===== config.mk =====
export PLATFORM = sky130hd
export DESIGN_NAME = rv32m_mul_ctrl
export DESIGN_NICKNAME = d
export VERILOG_FILES = /design/src/rtl/rv32m_mul_ctrl.sv
export SDC_FILE = /design/constraint.sdc
export NUM_CORES = 1
export LEC_CHECK = 0
export ABC_AREA = 1
export BUFFER_PORTS_ARGS = -buffer_cell sky130_fd_sc_hd__buf_2
export CAP_MARGIN = 20
export CORE_MARGIN = 1.5
export CORE_UTILIZATION = 57
export DETAILED_ROUTE_END_ITERATION = 8
export PLACE_DENSITY_LB_ADDON = 0.08
export RECOVER_POWER = 50
export SLEW_MARGIN = 20
export SYNTH_ARGS = -nofsm -noshare
export SYNTH_HDL_FRONTEND = slang
export SYNTH_SLANG_ARGS = --single-unit

===== constraint.sdc =====
create_clock -name clk_i -period 2.8 [get_ports clk_i]
set_input_delay 0.14 -clock clk_i [delete_from_list [all_inputs] [get_ports clk_i]]
set_output_delay 0.14 -clock clk_i [all_outputs]
set_load 0.005 [all_outputs]

===== src/rtl/rv32m_mul_ctrl.sv =====
// Sequencing controller between the EX stage and the RV32M multiplier datapath.
// Ports (clk_i, rst_ni async active-low):
//   req_*_i / req_ready_o : one MUL/MULH/MULHSU/MULHU request at a time
//   flush_i               : cancels the in-flight op, no response produced
//   mul_a_o, mul_b_o, mul_signed_o, mul_high_o, mul_result_i : multiplier link
//   rsp_valid_o/rsp_ready_i, rsp_data_o, rsp_rd_o : registered result handshake
//   busy_o                : high whenever the controller is not idle
module rv32m_mul_ctrl #(
    parameter int MUL_LAT = 2
) (
    input  logic        clk_i,
    input  logic        rst_ni,
    input  logic        req_valid_i,
    output logic        req_ready_o,
    input  logic [1:0]  req_op_i,
    input  logic [31:0] req_rs1_i,
    input  logic [31:0] req_rs2_i,
    input  logic [4:0]  req_rd_i,
    input  logic        flush_i,
    output logic [31:0] mul_a_o,
    output logic [31:0] mul_b_o,
    output logic        mul_signed_o,
    output logic        mul_high_o,
    input  logic [31:0] mul_result_i,
    output logic        rsp_valid_o,
    input  logic        rsp_ready_i,
    output logic [31:0] rsp_data_o,
    output logic [4:0]  rsp_rd_o,
    output logic        busy_o
);

    typedef enum logic [1:0] {
        IDLE  = 2'd0,
        ISSUE = 2'd1,
        WAIT  = 2'd2,
        DONE  = 2'd3
    } state_t;

    localparam logic [1:0] OP_MUL    = 2'b00;
    localparam logic [1:0] OP_MULH   = 2'b01;
    localparam logic [1:0] OP_MULHSU = 2'b10;
    localparam logic [1:0] OP_MULHU  = 2'b11;

    // Counter holds at most MUL_LAT-1; keep at least one bit.
    localparam int CW = (MUL_LAT > 2) ? $clog2(MUL_LAT) : 1;
    localparam logic [CW-1:0] CNT_INIT =
        (MUL_LAT > 0) ? CW'(MUL_LAT - 1) : '0;

    state_t        state_q, state_d;
    logic [CW-1:0] cnt_q, cnt_d;
    logic [31:0]   a_q, a_d;
    logic [31:0]   b_q, b_d;
    logic          sgn_q, sgn_d;
    logic          hi_q, hi_d;
    logic [31:0]   corr_q, corr_d;
    logic [4:0]    rd_q, rd_d;
    logic [31:0]   data_q, data_d;
    logic [4:0]    rsp_rd_q, rsp_rd_d;

    logic          accept;
    logic          capture;

    // ---------------- state register ----------------
    always_ff @(posedge clk_i or negedge rst_ni) begin
        if (!rst_ni) begin
            state_q <= IDLE;
        end else begin
            state_q <= state_d;
        end
    end

    // ---------------- next-state logic ----------------
    always_comb begin
        state_d = state_q;
        if (flush_i) begin
            state_d = IDLE;
        end else begin
            unique case (state_q)
                IDLE: begin
                    if (accept) state_d = ISSUE;
                end
                ISSUE: begin
                    state_d = (MUL_LAT == 0) ? DONE : WAIT;
                end
                WAIT: begin
                    if (cnt_q == '0) state_d = DONE;
                end
                DONE: begin
                    if (rsp_ready_i) state_d = accept ? ISSUE : IDLE;
                end
                default: state_d = IDLE;
            endcase
        end
    end

    // ---------------- output logic ----------------
    always_comb begin
        busy_o      = (state_q != IDLE);
        rsp_valid_o = (state_q == DONE);
        req_ready_o = ~flush_i &
                      ((state_q == IDLE) |
                       ((state_q == DONE) & rsp_ready_i));
    end

    assign accept  = req_valid_i & req_ready_o;

    // Result is sampled on the last wait cycle, or in ISSUE
    // when the multiplier is purely combinational.
    assign capture = ~flush_i &
                     (((state_q == ISSUE) & (MUL_LAT == 0)) |
                      ((state_q == WAIT) & (cnt_q == '0)));

    // ---------------- datapath next-state ----------------
    always_comb begin
        a_d      = a_q;
        b_d      = b_q;
        sgn_d    = sgn_q;
        hi_d     = hi_q;
        corr_d   = corr_q;
        rd_d     = rd_q;
        data_d   = data_q;
        rsp_rd_d = rsp_rd_q;
        cnt_d    = cnt_q;

        if (accept) begin
            a_d  = req_rs1_i;
            b_d  = req_rs2_i;
            rd_d = req_rd_i;
            unique case (req_op_i)
                OP_MUL: begin
                    sgn_d  = 1'b0;
                    hi_d   = 1'b0;
                    corr_d = '0;
                end
                OP_MULH: begin
                    sgn_d  = 1'b1;
                    hi_d   = 1'b1;
                    corr_d = '0;
                end
                OP_MULHSU: begin
                    // Run as unsigned-high; a negative rs1 contributes
                    // an extra rs2*2^32 that is subtracted afterwards.
                    sgn_d  = 1'b0;
                    hi_d   = 1'b1;
                    corr_d = req_rs1_i[31] ? req_rs2_i : 32'd0;
                end
                OP_MULHU: begin
                    sgn_d  = 1'b0;
                    hi_d   = 1'b1;
                    corr_d = '0;
                end
                default: begin
                    sgn_d  = 1'b0;
                    hi_d   = 1'b0;
                    corr_d = '0;
                end
            endcase
        end

        if (flush_i) begin
            cnt_d = '0;
        end else if (state_q == ISSUE) begin
            cnt_d = CNT_INIT;
        end else if ((state_q == WAIT) && (cnt_q != '0)) begin
            cnt_d = cnt_q - 1'b1;
        end

        if (capture) begin
            data_d   = mul_result_i - corr_q;
            rsp_rd_d = rd_q;
        end
    end

    // ---------------- datapath registers ----------------
    always_ff @(posedge clk_i or negedge rst_ni) begin
        if (!rst_ni) begin
            cnt_q    <= '0;
            a_q      <= '0;
            b_q      <= '0;
            sgn_q    <= 1'b0;
            hi_q     <= 1'b0;
            corr_q   <= '0;
            rd_q     <= '0;
            data_q   <= '0;
            rsp_rd_q <= '0;
        end else begin
            cnt_q    <= cnt_d;
            a_q      <= a_d;
            b_q      <= b_d;
            sgn_q    <= sgn_d;
            hi_q     <= hi_d;
            corr_q   <= corr_d;
            rd_q     <= rd_d;
            data_q   <= data_d;
            rsp_rd_q <= rsp_rd_d;
        end
    end

    assign mul_a_o      = a_q;
    assign mul_b_o      = b_q;
    assign mul_signed_o = sgn_q;
    assign mul_high_o   = hi_q;
    assign rsp_data_o   = data_q;
    assign rsp_rd_o     = rsp_rd_q;

endmodule

==> results by group <==
Synth
  – Most numerous cell in the Yosys netlist: nand2_1
  – Warnings from Yosys: 0
  – Synth Cell Area: 7770 um^2
  – Netlist cell types: 30
  – Net Count, Synth: 1198
  – Synth top area share: between 40% and 50%
  – Largest area contributor in the netlist: dfrtp_1
  – FF+latch count, synth: about 140
  – Mapped Avg Cell Area: ~7.4 um^2
  – Top post-synthesis cells by area: dfrtp_1 (46%), nand2_1 (23%), inv_1 (7.5%), ha_1 (5.6%), nand3_1 (2.6%)
  – Ys async rst share: 100%
  – Synth Flop Type: dfrtp_1
  – Number of flops mapped to enable cells by yosys: 0
  – Mapped Cells: about 1100
  – Top cells by count, synth: nand2_1 (470), inv_1 (155), dfrtp_1 (143), nor2_1 (43), nand3_1 (41)
  – Post-synthesis sequential area ratio: a little under half

Layout
  – Filler instances: between 900 and 1000
  – Share of layout cells above drive strength 1: ~16%
  – Util after Layout: between 70% and 80%
  – Final instance area: 10200 um^2
  – Layout area overhead: 31.3%
  – Nets: between 1000 and 1500

Power and ir drop
  – Clock Power Share: 24.3%
  – Sw power: ~3.4 mW
  – Sequential Power Share: 37.6%
  – LEAKAGE: between 5 and 6 nW
  – Part of the power in combinational logic: roughly two fifths
  – Internal power contribution: approximately 5.5 mW
  – Pwr dens: about 880 nW/um^2
  – VDD IR max: between 500 and 600 uV
  – Switch share: a little under two fifths

Worst setup path
  – CP arrival: between 2 and 2.5 ns
  – Crit end category: register
  – CP max FO: 37
  – Worst Path Required: between 3 and 4 ns
  – CP Launch Type: register
  – Worst setup path category: register to register

Run
  – Max_cap viols: 1

Status
  – Failing checks: max-capacitance violations, max-slew violations
  – Status: complete, but fails checks

Floorplanning
  – Core area: between 10000 and 15000 um^2
  – I/O pins: about 210
  – Initial Utilization: approximately 58%
  – Width of the die: around 120 um
  – Row cnt: 42
  – Die ar.: about 14000 um^2
  – Die height: approximately 120 um

STA
  – Setup tns final: 0 ns
  – Clock skew: 0.00941 ns
  – Fin. Hold Viols: 0
  – Worst slew margin: -37.7%
  – Final cycle utilization of the critical path: between 70% and 80%
  – Tmin final: between 2 and 2.5 ns
  – FMAX: just under 0.5 GHz
  – Slew @ Worst Pin: approximately 2.1 ns
  – Slew Viols, Final: 83
  – Final setup viols: 0
  – RSZ-0062 raised after global routing: false

GRT
  – Largest net degree at the start of global routing: 84
  – GRT Util Overall: roughly 33%
  – Vias in the first global route: 7660
  – First-pass GRT wire length: roughly 37000 um
  – Initial antenna violation count: 1
  – Overflow after GRT: 0

Route
  – Post-route DRC violation count: 0
  – Wirelength per Cell: around 15 um
  – Vias after detailed routing: between 7000 and 8000
  – DR pass1 iterations: 5
  – Detail Route Antenna Nets: 0
  – Post-DR vias/cell: ~5.1
  – DRT iter0 DRCs: just over 500
  – Wirelength, routed: between 20000 and 25000 um

CTS
  – TritonCTS clock tree: yes
  – CTS buffer count: 17
  – H-tree levels: 4
  – Clk slew on worst S/H paths: 0.06 ns
  – Clock Tree Root: clkbuf_16
  – Post-CTS sizing: 0
  – Hold buffer count at CTS: 72
  – Max clock buf depth: 2
  – Clock Latency Late Sink: around 0.43 ns
  – Post-CTS setup buffer count: 0
  – CTS Sinks: 143

Hold path
  – Hold Crit Class: input pin to register

Placement
  – Dpl hpwl: 15200 um
  – DP Area: approximately 9000 um^2
  – Port bufs: 213
  – GPL Wtd Cong: 0.890
## sequential cells by signal, indices dropped and copies added, names as in the netlist
name / cells
rsp_data_o: 32
rsp_rd_o: 5
mul_a_o: 32
mul_signed_o: 1
mul_high_o: 1
mul_b_o: 32
state_q: 2
rd_q: 5
cnt_q: 1
corr_q: 32
## layer usage
layer	track usage [%]	part of all wire [%]	vias up
met5	0	0	-
met4	12.2	2.7	0
met3	8.94	6.9	54
met2	55.4	47	306
met1	42.0	43	3574
li1	-	-	3816
## power groups by stage
stage	sequential [mW]	clock [mW]	combinational, mW
final	3.36	2.17	3.40
after global routing	3.45	2.27	3.85
after CTS	3.33	2.18	3.42
after detailed placement	3.33	0	3.33
after global placement	3.34	0	3.25
after floorplan	3.37	0	1.93
## area by class of cell
cell class                      count  area, um^2  area share, %
Antenna cell                        2        5.00         0.0490
Sequential cell                   143        3580           35.1
Clock inverter                     12         110           1.08
Clock buffer                       20         447           4.38
Timing Repair Buffer              294        1830           17.9
Multi-Input combinational cell    725        3420           33.5
Tap cell                          176         220           2.16
Inverter                          158         594           5.82
## logic make-up after synthesis
kind of cell    synth area share [%]
xor+xnor                        1.69
simple gates                    29.6
flops                           46.0
buf+inv                         9.96
compound gates                  6.87
fa+ha+maj                       5.89
## stage by stage
step / hold WS, ns / power [mW] / cells / setup slack [ns]
floorplan: -0.156 / 5.30 / 1054 / 1.01
global placement: 0.241 / 6.58 / 1424 / 0.832
detailed placement: 0.241 / 6.66 / 1424 / 0.790
CTS: 0.0241 / 8.93 / 1528 / 0.774
global route: 0.0202 / 9.58 / 1529 / 0.295
finish: 0.0203 / 8.93 / 1530 / 0.718
## path summary, 6_finish.rpt
path | slack (ns) | start | cells past startpoint | endpoint
min | 0.02 | req_rs2_i[17] | 3 | mul_b_o[17]
max reg2reg | 0.72 | state_q[0] | 9 | corr_q[2]
max | 0.72 | state_q[0] | 9 | corr_q[2]
max in group asynchronous | 0.73 | rst_ni | 2 | mul_a_o[2]
min reg2reg | 0.47 | rsp_data_o[22] | 2 | rsp_data_o[22]
min in group asynchronous | 0.85 | rst_ni | 2 | rsp_rd_o[2]
## placed cells by master, fill, tap and decap left out, types with 2 or more instances in the layout
cell and count:
a21oi_1 25, buf_12 3, buf_2 164, buf_4 6, clkbuf_1 50, clkbuf_16 17
clkinv_2 4, clkinvlp_4 4, dfrtp_1 143, diode_2 2, dlygate4sd3_1 72, ha_1 35
inv_1 155, inv_2 2, inv_6 3, nand2_1 470, nand2_2 8, nand3_1 41
nand3b_1 6, nand4_1 3, nor2_1 43, nor3_1 4, o21ai_0 23, o21ai_1 12
o21bai_1 3, o22ai_1 30, xnor2_1 13, xor2_1 2
## critical path, stage by stage, from the launching register on
cell      delay [ns]
dfrtp_1         0.40
inv_1           0.14
ha_1            0.21
inv_1           0.09
a21oi_2         0.17
nand2_2         0.07
clkinv_2        0.35
buf_12          0.26
nand2_1         0.11
o22ai_1         0.15
No activity file was read; power rests on OpenSTA's default activity.
